**config.mk**
```make
export PLATFORM = sky130hd
export DESIGN_NAME = rgb_sinp
export DESIGN_NICKNAME = d
export VERILOG_FILES = /design/src/rtl/rgb_pkg.sv /design/src/rtl/rgb_sig_sync.sv /design/src/rtl/rgb_sinp.sv
export SDC_FILE = /design/constraint.sdc
export NUM_CORES = 1
export LEC_CHECK = 0
export ABC_CLOCK_PERIOD_IN_PS = 2100
export CORE_MARGIN = 5
export CORE_UTILIZATION = 30
export CTS_CLUSTER_SIZE = 40
export DETAILED_ROUTE_END_ITERATION = 7
export PLACE_DENSITY = 0.49
export SYNTH_ARGS = -nofsm -noshare
export SYNTH_HDL_FRONTEND = slang
export SYNTH_SLANG_ARGS = --single-unit
```
**constraint.sdc**
```tcl
create_clock -name clk -period 2.1 [get_ports clk]
set_input_delay 0.42 -clock clk [delete_from_list [all_inputs] [get_ports clk]]
set_output_delay 0.42 -clock clk [all_outputs]
set_load 0.02 [all_outputs]
```
**src/rtl/rgb_pkg.sv**
```systemverilog
// Shared definitions for the RGB serial-input and serial-output stages:
// FIFO word layout, stream-reset word, default WS2812b timing at 96 MHz.
package rgb_pkg;

   // FIFO word bit numbers
   localparam int BNUM_VALID        = 31;
   localparam int BNUM_STREAM_RESET = 30;
   localparam int G_MSB             = 23;
   localparam int G_LSB             = 16;
   localparam int R_MSB             = 15;
   localparam int R_LSB             = 8;
   localparam int B_MSB             = 7;
   localparam int B_LSB             = 0;

   localparam logic [31:0] WORD_STREAM_RESET = 32'hC000_0000;

   // Default line timing, in 96 MHz clocks
   localparam int DEF_MIN_HIGH    = 10;
   localparam int DEF_BIT_THRESH  = 58;
   localparam int DEF_MAX_HIGH    = 144;
   localparam int DEF_RST_LOW     = 4800;
   localparam int DEF_COUNTER_MAX = 7800;

   // Decoder states (also driven out for debug)
   typedef enum logic [1:0] {
      S_LOW   = 2'd0,
      S_HIGH  = 2'd1,
      S_STUCK = 2'd2
   } sinp_state_t;

   // Pack a G-R-B pixel into a valid FIFO word
   function automatic logic [31:0] pixel_word(input logic [23:0] grb);
      logic [31:0] w;
      w = '0;
      w[BNUM_VALID]  = 1'b1;
      w[G_MSB:B_LSB] = grb;
      return w;
   endfunction

endpackage

```
**src/rtl/rgb_sig_sync.sv**
```systemverilog
// Two-flop synchronizer for an asynchronous line input, plus a third flop
// holding the previous synchronized level for edge detection.
module rgb_sig_sync (
   input  logic clk,
   input  logic rst,
   input  logic async_sig,
   output logic sig_lvl,
   output logic rise,
   output logic fall
);

   logic s1_q;
   logic s2_q;
   logic s3_q;

   // Synchronizer chain; s3 remembers the previous s2 level
   always_ff @(posedge clk) begin
      if (rst) begin
         s1_q <= 1'b0;
         s2_q <= 1'b0;
         s3_q <= 1'b0;
      end else begin
         s1_q <= async_sig;
         s2_q <= s1_q;
         s3_q <= s2_q;
      end
   end

   assign sig_lvl = s2_q;
   assign rise    = s2_q & ~s3_q;
   assign fall    = ~s2_q & s3_q;

endmodule

```
**src/rtl/rgb_sinp.sv**
```systemverilog
// WS2812b serial-input decoder: classifies each high pulse by width,
// assembles 24-bit G-R-B pixels MSB first, and writes pixel and
// stream-reset words into the output FIFO. Drops words when the FIFO is full.
module rgb_sinp
   import rgb_pkg::*;
#(
   parameter int MIN_HIGH    = DEF_MIN_HIGH,
   parameter int BIT_THRESH  = DEF_BIT_THRESH,
   parameter int MAX_HIGH    = DEF_MAX_HIGH,
   parameter int RST_LOW     = DEF_RST_LOW,
   parameter int COUNTER_MAX = DEF_COUNTER_MAX
) (
   input  logic        clk,
   input  logic        rst,
   input  logic        in_sig,
   input  logic        in_wr_fifo_full,
   output logic        out_wr_fifo_en,
   output logic [31:0] out_wr_fifo_data,
   output logic        out_overflow,
   output logic        out_bit_err,
   output logic [1:0]  out_dbg_state
);

   localparam int CW = $clog2(COUNTER_MAX + 1);

   localparam logic [CW-1:0] MIN_C    = CW'(MIN_HIGH);
   localparam logic [CW-1:0] THRESH_C = CW'(BIT_THRESH);
   localparam logic [CW-1:0] STUCK_AT = CW'(MAX_HIGH - 1);
   localparam logic [CW-1:0] RST_AT   = CW'(RST_LOW - 1);
   localparam logic [CW-1:0] CNT_MAX  = CW'(COUNTER_MAX);

   // Handshake: out_wr_fifo_en is a one-clock write strobe with no ready
   // return; a word is issued only if in_wr_fifo_full is low in the issuing
   // cycle, otherwise it is dropped and out_overflow latches.

   logic sig_lvl;
   logic sig_rise;
   logic sig_fall;

   rgb_sig_sync u_sync (
      .clk       (clk),
      .rst       (rst),
      .async_sig (in_sig),
      .sig_lvl   (sig_lvl),
      .rise      (sig_rise),
      .fall      (sig_fall)
   );

   sinp_state_t   state_q, state_d;
   logic [CW-1:0] cnt_q, cnt_d;
   logic [4:0]    bit_cnt_q, bit_cnt_d;
   logic          got_bit_q, got_bit_d;
   logic [23:0]   shift_q, shift_d;
   logic          wr_en_q, wr_en_d;
   logic [31:0]   wr_data_q, wr_data_d;
   logic          ovf_q, ovf_d;
   logic          err_q, err_d;

   logic          wr_req;
   logic [31:0]   wr_word;
   logic [23:0]   shifted;

   // State register
   always_ff @(posedge clk) begin
      if (rst) state_q <= S_LOW;
      else     state_q <= state_d;
   end

   // Next-state: edges move between low/high, long high parks in S_STUCK
   always_comb begin
      state_d = state_q;
      case (state_q)
         S_LOW:   if (sig_rise) state_d = S_HIGH;
         S_HIGH: begin
            if (sig_fall)               state_d = S_LOW;
            else if (cnt_q == STUCK_AT) state_d = S_STUCK;
         end
         S_STUCK: if (sig_fall) state_d = S_LOW;
         default: state_d = S_LOW;
      endcase
   end

   // Datapath next values: pulse timing, bit assembly and write requests
   always_comb begin
      cnt_d     = cnt_q;
      bit_cnt_d = bit_cnt_q;
      got_bit_d = got_bit_q;
      shift_d   = shift_q;
      err_d     = err_q;
      wr_req    = 1'b0;
      wr_word   = wr_data_q;
      shifted   = {shift_q[22:0], (cnt_q >= THRESH_C)};
      case (state_q)
         S_LOW: begin
            if (sig_rise) begin
               cnt_d = CW'(1);
            end else if (!sig_lvl) begin
               if (cnt_q != CNT_MAX) cnt_d = cnt_q + CW'(1);
               // cnt passes RST_AT only once per low period
               if (cnt_q == RST_AT) begin
                  if (bit_cnt_q != 5'd0) begin
                     err_d     = 1'b1;
                     bit_cnt_d = 5'd0;
                  end
                  if (got_bit_q) begin
                     wr_req    = 1'b1;
                     wr_word   = WORD_STREAM_RESET;
                     got_bit_d = 1'b0;
                  end
               end
            end
         end
         S_HIGH: begin
            if (sig_fall) begin
               cnt_d = '0;
               // Pulses shorter than MIN_HIGH are glitches and leave no trace
               if (cnt_q >= MIN_C) begin
                  shift_d   = shifted;
                  got_bit_d = 1'b1;
                  if (bit_cnt_q == 5'd23) begin
                     bit_cnt_d = 5'd0;
                     wr_req    = 1'b1;
                     wr_word   = pixel_word(shifted);
                  end else begin
                     bit_cnt_d = bit_cnt_q + 5'd1;
                  end
               end
            end else if (cnt_q == STUCK_AT) begin
               err_d     = 1'b1;
               bit_cnt_d = 5'd0;
            end else if (cnt_q != CNT_MAX) begin
               cnt_d = cnt_q + CW'(1);
            end
         end
         S_STUCK: begin
            if (sig_fall) cnt_d = '0;
         end
         default: cnt_d = '0;
      endcase
   end

   // FIFO write issue and overflow tracking
   always_comb begin
      wr_en_d   = wr_req & ~in_wr_fifo_full;
      wr_data_d = wr_en_d ? wr_word : wr_data_q;
      ovf_d     = ovf_q | (wr_req & in_wr_fifo_full);
   end

   // Datapath and output registers
   always_ff @(posedge clk) begin
      if (rst) begin
         cnt_q     <= '0;
         bit_cnt_q <= 5'd0;
         got_bit_q <= 1'b0;
         shift_q   <= 24'd0;
         wr_en_q   <= 1'b0;
         wr_data_q <= 32'd0;
         ovf_q     <= 1'b0;
         err_q     <= 1'b0;
      end else begin
         cnt_q     <= cnt_d;
         bit_cnt_q <= bit_cnt_d;
         got_bit_q <= got_bit_d;
         shift_q   <= shift_d;
         wr_en_q   <= wr_en_d;
         wr_data_q <= wr_data_d;
         ovf_q     <= ovf_d;
         err_q     <= err_d;
      end
   end

   assign out_wr_fifo_en   = wr_en_q;
   assign out_wr_fifo_data = wr_data_q;
   assign out_overflow     = ovf_q;
   assign out_bit_err      = err_q;
   assign out_dbg_state    = state_q;

endmodule

```
# ---- Yosys cells after proc, flatten, opt, wreduce, memory -nomap -nowiden
# Cells that the tools add are included.
dict set report totals {
  ff_bits 82
  input_bits 4
}
dict set report op_classes {
  n_bitwise 8
  reduce_logical 10
  n_addsub 2
  magnitude_cmp 2
  n_mux 50
  n_eq_ne 22
}
# operator n
set op_table {}
lappend op_table {{$mux W32} 7}
lappend op_table {{$mux W13} 6}
lappend op_table {{$pmux W32 S2} 1}
lappend op_table {{$mux W5} 8}
lappend op_table {{$pmux W13 S3} 1}
lappend op_table {{$ne A2 B2 Y1 const B} 12}
lappend op_table {{$mux W1} 18}
lappend op_table {{$reduce_and A7 Y1} 2}
lappend op_table {{$add A13 B1 Y13 const B} 1}
lappend op_table {{$eq A13 B13 Y1 const B} 1}
lappend op_table {{$eq A13 B8 Y1 const B} 1}
lappend op_table {{$ge A13 B4 Y1 const B} 1}
lappend op_table {{$ge A13 B6 Y1 const B} 1}
lappend op_table {{$ne A13 B13 Y1 const B} 1}
lappend op_table {{$ne A3 B3 Y1 const B} 4}
lappend op_table {{$pmux W5 S2} 1}
lappend op_table {{$reduce_and A3 Y1} 3}
lappend op_table {{$reduce_and A9 Y1} 1}
lappend op_table {{$mux W2} 4}
lappend op_table {{$pmux W1 S2} 3}
lappend op_table {{$pmux W2 S3} 1}
lappend op_table {{$reduce_and A6 Y1} 1}
lappend op_table {{$add A5 B1 Y5 const B} 1}
lappend op_table {{$eq A5 B5 Y1 const B} 1}
lappend op_table {{other kinds (8)} 13}

# ---- Logic depth before layout (Yosys ltp)
dict set report logic_depth {
  word_depth 7
  depth_mapped 7
  depth_no_buf 7
}

# ---- By module
# Synthesis repeated with hierarchy kept, for this count alone.
dict set report unflattened {
  cells_unflattened 410
  hier_area_um2 3395.8
}
# module cells_per_inst n_inst area_each_um2 seq_area_each_um2
set modules_own_cells {}
lappend modules_own_cells {rgb_sinp 402 1 3304.4 1461.4}
lappend modules_own_cells {rgb_sig_sync 8 1 91.3 60.1}

# ---- Worst setup path after synthesis
# Ideal clock, no wire load.
dict set report synth_timing {
  kind {register -> register}
  start {register state_q[0], in the netlist out_dbg_state[0]}
  end {register wr_data_q[10], in the netlist out_wr_fifo_data[10]}
  path_slack_ns -0.060
  n_path_buf 2
  t_arrival_ns 2.089
  synth_period_minus_slack_ns 2.160
  required_ns 2.028
  path_stages_with_launch 8
  cell_sequence {dfxtp_1 -> clkbuf_1 -> and4bb_2 -> o41ai_4 -> or3b_2 -> nand2_4 -> buf_6 -> mux2i_1}
}
dict set report synth_via {
  elab_chain_len 4
}
# element line_no
set synth_lines {}
lappend synth_lines {{start, declared} rgb_sinp.sv:49} ;# sinp_state_t state_q, state_d;
lappend synth_lines {{start signal, assigned} rgb_sinp.sv:66} ;# else state_q <= state_d;
lappend synth_lines {{$eq A2 B1 Y1 / $logic_not A2 Y1 (equally long branches)} rgb_sinp.sv:93} ;# case (state_q)
lappend synth_lines {{$pmux W1 S2} rgb_sinp.sv:93}
lappend synth_lines {{$and A1 B1 Y1} rgb_sinp.sv:144} ;# wr_en_d = wr_req & ~in_wr_fifo_full;
lappend synth_lines {{$reduce_and A9 Y1 (no line)} -}
lappend synth_lines {{end signal, assigned} rgb_sinp.sv:166} ;# wr_data_q <= wr_data_d;
lappend synth_lines {{end, declared} rgb_sinp.sv:55} ;# logic [31:0] wr_data_q, wr_data_d;
# Several ways; a longest one is shown, not always the timed one.
# A chain may end at the register's enable or synchronous reset.

# ---- Worst setup path after layout
dict set report layout_timing {
  start {register cnt_q[6]}
  end {register bit_cnt_q[4]}
}
dict set report layout_via {
  elab_chain_len 3
}
# element line_no
set layout_lines {}
lappend layout_lines {{start, declared} rgb_sinp.sv:50} ;# logic [CW-1:0] cnt_q, cnt_d;
lappend layout_lines {{start signal, assigned} rgb_sinp.sv:161} ;# cnt_q <= cnt_d;
lappend layout_lines {{$ge A13 B4 Y1 (tied with other cells)} rgb_sinp.sv:117} ;# if (cnt_q >= MIN_C) begin
lappend layout_lines {{$ne A3 B3 Y1 (no line) / $ne A2 B2 Y1 (equally long branches)} -}
lappend layout_lines {{$reduce_and A7 Y1 (no line) (*)} -}
lappend layout_lines {{end signal, assigned} rgb_sinp.sv:162} ;# bit_cnt_q <= bit_cnt_d;
lappend layout_lines {{end, declared} rgb_sinp.sv:51} ;# logic [4:0] bit_cnt_q, bit_cnt_d;
# Mark *: on every way between the ends. The rest lies on a longest branch, timed or not.

==> results.sh <==
export IMPL_setup_slack_ns=0.0772
export IMPL_grt_usage_pct=12.9
export IMPL_met1_length_um=4020
export IMPL_port_buffers=34
export IMPL_synth_common_cells="nand2_1, dfxtp_1, a21oi_1"
export IMPL_start_util_pct=30.9
export IMPL_yosys_warnings=0
export IMPL_die_area_um2=13500
export IMPL_ys_ff_latch=76
export IMPL_cp_max_fo=5
export IMPL_design_area_um2=4460
export IMPL_top_layer_used="met4"
export IMPL_fp_coreArea_um2=10900
export IMPL_totalWireLength_um=8170
export IMPL_die_y_um=116
export IMPL_routedWlPerCell_um=13.5
export IMPL_drc_errors=0
export IMPL_p_per_area_nw_per_um2=711
export IMPL_startpoint_type="flip-flop"
export IMPL_syn_area_um2=3380
export IMPL_post_place_ws_ns=0.0206
export IMPL_clk_pin_slew_ns=0.06
export IMPL_gp_congestion=0.812
export IMPL_power_mw=3.17
export IMPL_die_w_um=116
export IMPL_crit_path_end_kind="flip-flop"
export IMPL_cts_tree="yes"
export IMPL_grt_pass1_vias=2835
export IMPL_synth_flop_cell="dfxtp_1"
export IMPL_post_route_period_util_pct=96.3
export IMPL_vias_per_cell=4.83
export IMPL_antenna_left=0
export IMPL_synth_top_area_cell="dfxtp_1"
export IMPL_setup_violations=0
export IMPL_dr_first_iter_drc_count=158
export IMPL_drv_slew=0
export IMPL_rsz0062_at_grt="true"
export IMPL_ir_drop_mv=0.311
export IMPL_wl_met3_um=383
export IMPL_drive_gt1_share_pct=14.8
export IMPL_worstPathRequired_ns=2.30
export IMPL_cts_buffers=9
export IMPL_cp_data_arrival_time_ns=2.22
export IMPL_placed_area_um2=4120
export IMPL_worstSetupPathType="flip-flop to flip-flop"
export IMPL_yosysUniqueCellTypes=50
export IMPL_diodes=0
export IMPL_post_cts_buffers=0
export IMPL_h_tree_depth=3
export IMPL_hpwl_um=5900
export IMPL_fin_tns_setup_ns=0
export IMPL_grt_antenna_before_repair=0
export IMPL_synth_top_area_share_pct=45.1
export IMPL_grt_pass1_wl_um=13700
export IMPL_overflow=0
export IMPL_utilization_pct=40.8
export IMPL_synth_edf_count=0
export IMPL_worstSkewPairLatency_ns=0.33
export IMPL_avgSynthCellArea_um2=8.44
export IMPL_num_vias=2925
export IMPL_finalCriticalPeriod_ns=2.02
export IMPL_syn_inst=400
export IMPL_status="completed"
export IMPL_synth_area_leaders="dfxtp_1, nand2_1, mux2i_1"
export IMPL_nets=470
export IMPL_routed_wl_met2_um=3610
export IMPL_rows=38
export IMPL_drv_cap=0
export IMPL_ys_seq_area_share_pct=45.1
export IMPL_hp_class="flip-flop to flip-flop"
export IMPL_clockRootBuffer="clkbuf_16"
export IMPL_cts_buffer_depth=2
export IMPL_io_pins=41
export IMPL_yosysMostFrequentCell="nand2_1"
export IMPL_clock_sinks=76
export IMPL_synthArstFlopShare_pct=0
export IMPL_drtPass1Iterations=6
export IMPL_finalHoldViolCount=0
export IMPL_grt_start_max_net_pins=26
export IMPL_clock_skew_ns=0.00983
export IMPL_p_leak_nw=1.57
export IMPL_fmax_mhz=494
export IMPL_area_delta_synth_final_pct=32.2
## report_power, final
group / leakage, nW / total [mW] / internal, mW / switching, mW
registers: 0.613 / 1.46 / 1.45 / 0.0102
logic: 0.808 / 0.129 / 0.0499 / 0.0793
clock network: 0.153 / 1.58 / 0.963 / 0.620
total: 1.57 / 3.17 / 2.46 / 0.709
## state kept, by name, summed over array words and instances (netlist names)
signal            cells
out_dbg_state         2
out_overflow          1
out_wr_fifo_data     26
bit_cnt_q             5
u_sync.s3_q           1
shift_q              23
got_bit_q             1
out_wr_fifo_en        1
u_sync.s1_q           1
u_sync.sig_lvl        1
cnt_q                13
out_bit_err           1
## cell type report
class                   instances  area [um^2]
clock inverters                 6         70.1
repair buffers                 72          688
multi-input cells             294         1740
flip-flops and latches         76         1520
fillers                      1147         6470
inverters                       8         30.0
well taps                     140          175
clock buffers                  10          239
## what timing repair did
| item | in CTS | in global routing |
|---|---|---|
| setup endpoints to repair | 0 | 32 |
| gates resized for setup | 0 | 6 |
| hold buffers | 0 | 0 |
| endpoints found under the hold margin | 0 | 0 |
## routing by layer
layer  vias up  track usage [%]
met5         -                0
met4         0             5.96
met3         9             2.77
met2        62             19.4
met1      1365             17.7
li1       1489                -
## path summary, 6_finish.rpt
| path | slack (ns) | end | startpoint | depth (start not counted) |
|---|---|---|---|---|
| setup / recovery | 0.08 | bit_cnt_q[4]$_SDFFE_PP0P_ | cnt_q[6]$_SDFFE_PP0P_ | 6 |
| hold / removal | 0.44 | u_sync.sig_lvl$_SDFF_PP0_ | u_sync.s1_q$_SDFF_PP0_ | 1 |
| setup reg to reg | 0.08 | bit_cnt_q[4]$_SDFFE_PP0P_ | cnt_q[6]$_SDFFE_PP0P_ | 6 |
| hold reg to reg | 0.44 | u_sync.sig_lvl$_SDFF_PP0_ | u_sync.s1_q$_SDFF_PP0_ | 1 |
## cells in the final DEF, fill, tap and decap left out, types with 5 or more instances in the layout
| cell | netlist | final |
|---|---|---|
| nand2_1 | 109 | 109 |
| dfxtp_1 | 76 | 76 |
| clkdlybuf4s50_1 | 0 | 34 |
| buf_4 | 6 | 33 |
| a21oi_1 | 31 | 31 |
| mux2i_1 | 26 | 26 |
| nor2_1 | 18 | 18 |
| nor3_1 | 10 | 10 |
| clkbuf_16 | 0 | 9 |
| inv_1 | 8 | 8 |
| nor2b_1 | 6 | 6 |
| o211ai_1 | 6 | 6 |
| xor2_1 | 6 | 6 |
| conb_1 | 1 | 6 |
| nand3_1 | 5 | 5 |
| or4_1 | 5 | 5 |
| ha_1 | 5 | 5 |
| buf_12 | 0 | 5 |
## per-stage QoR
stage | hold WS (ns) | std cells
2_1_floorplan | 0.414 | 405
3_3_place_gp | 0.421 | 590
3_5_place_dp | 0.429 | 590
4_1_cts | 0.443 | 606
5_1_grt | 0.472 | 606
6_report | 0.436 | 606
## worst max-delay path, cell delays in order, from the launching register on
cell and delay, ns:
dfxtp_1 0.33, or4_4 0.56, nor4_4 0.35, buf_4 0.17
nor2_1 0.10, a41oi_1 0.30, a311oi_2 0.08
## kinds of logic (layout without fill, tap and decap cells)
group           count (synthesis)  after routing  share of synthesized area (%)
compound gates                 66             66                           12.9
xor+xnor                        6              6                           1.56
fa+ha+maj                       5              5                           1.85
buf+inv                        35             96                           5.00
flops                          76             76                           45.1
mux                            27             27                           8.04
other cells                     1              6                          0.111
simple gates                  184            184                           25.4
No activity file was read; power rests on OpenSTA's default activity.
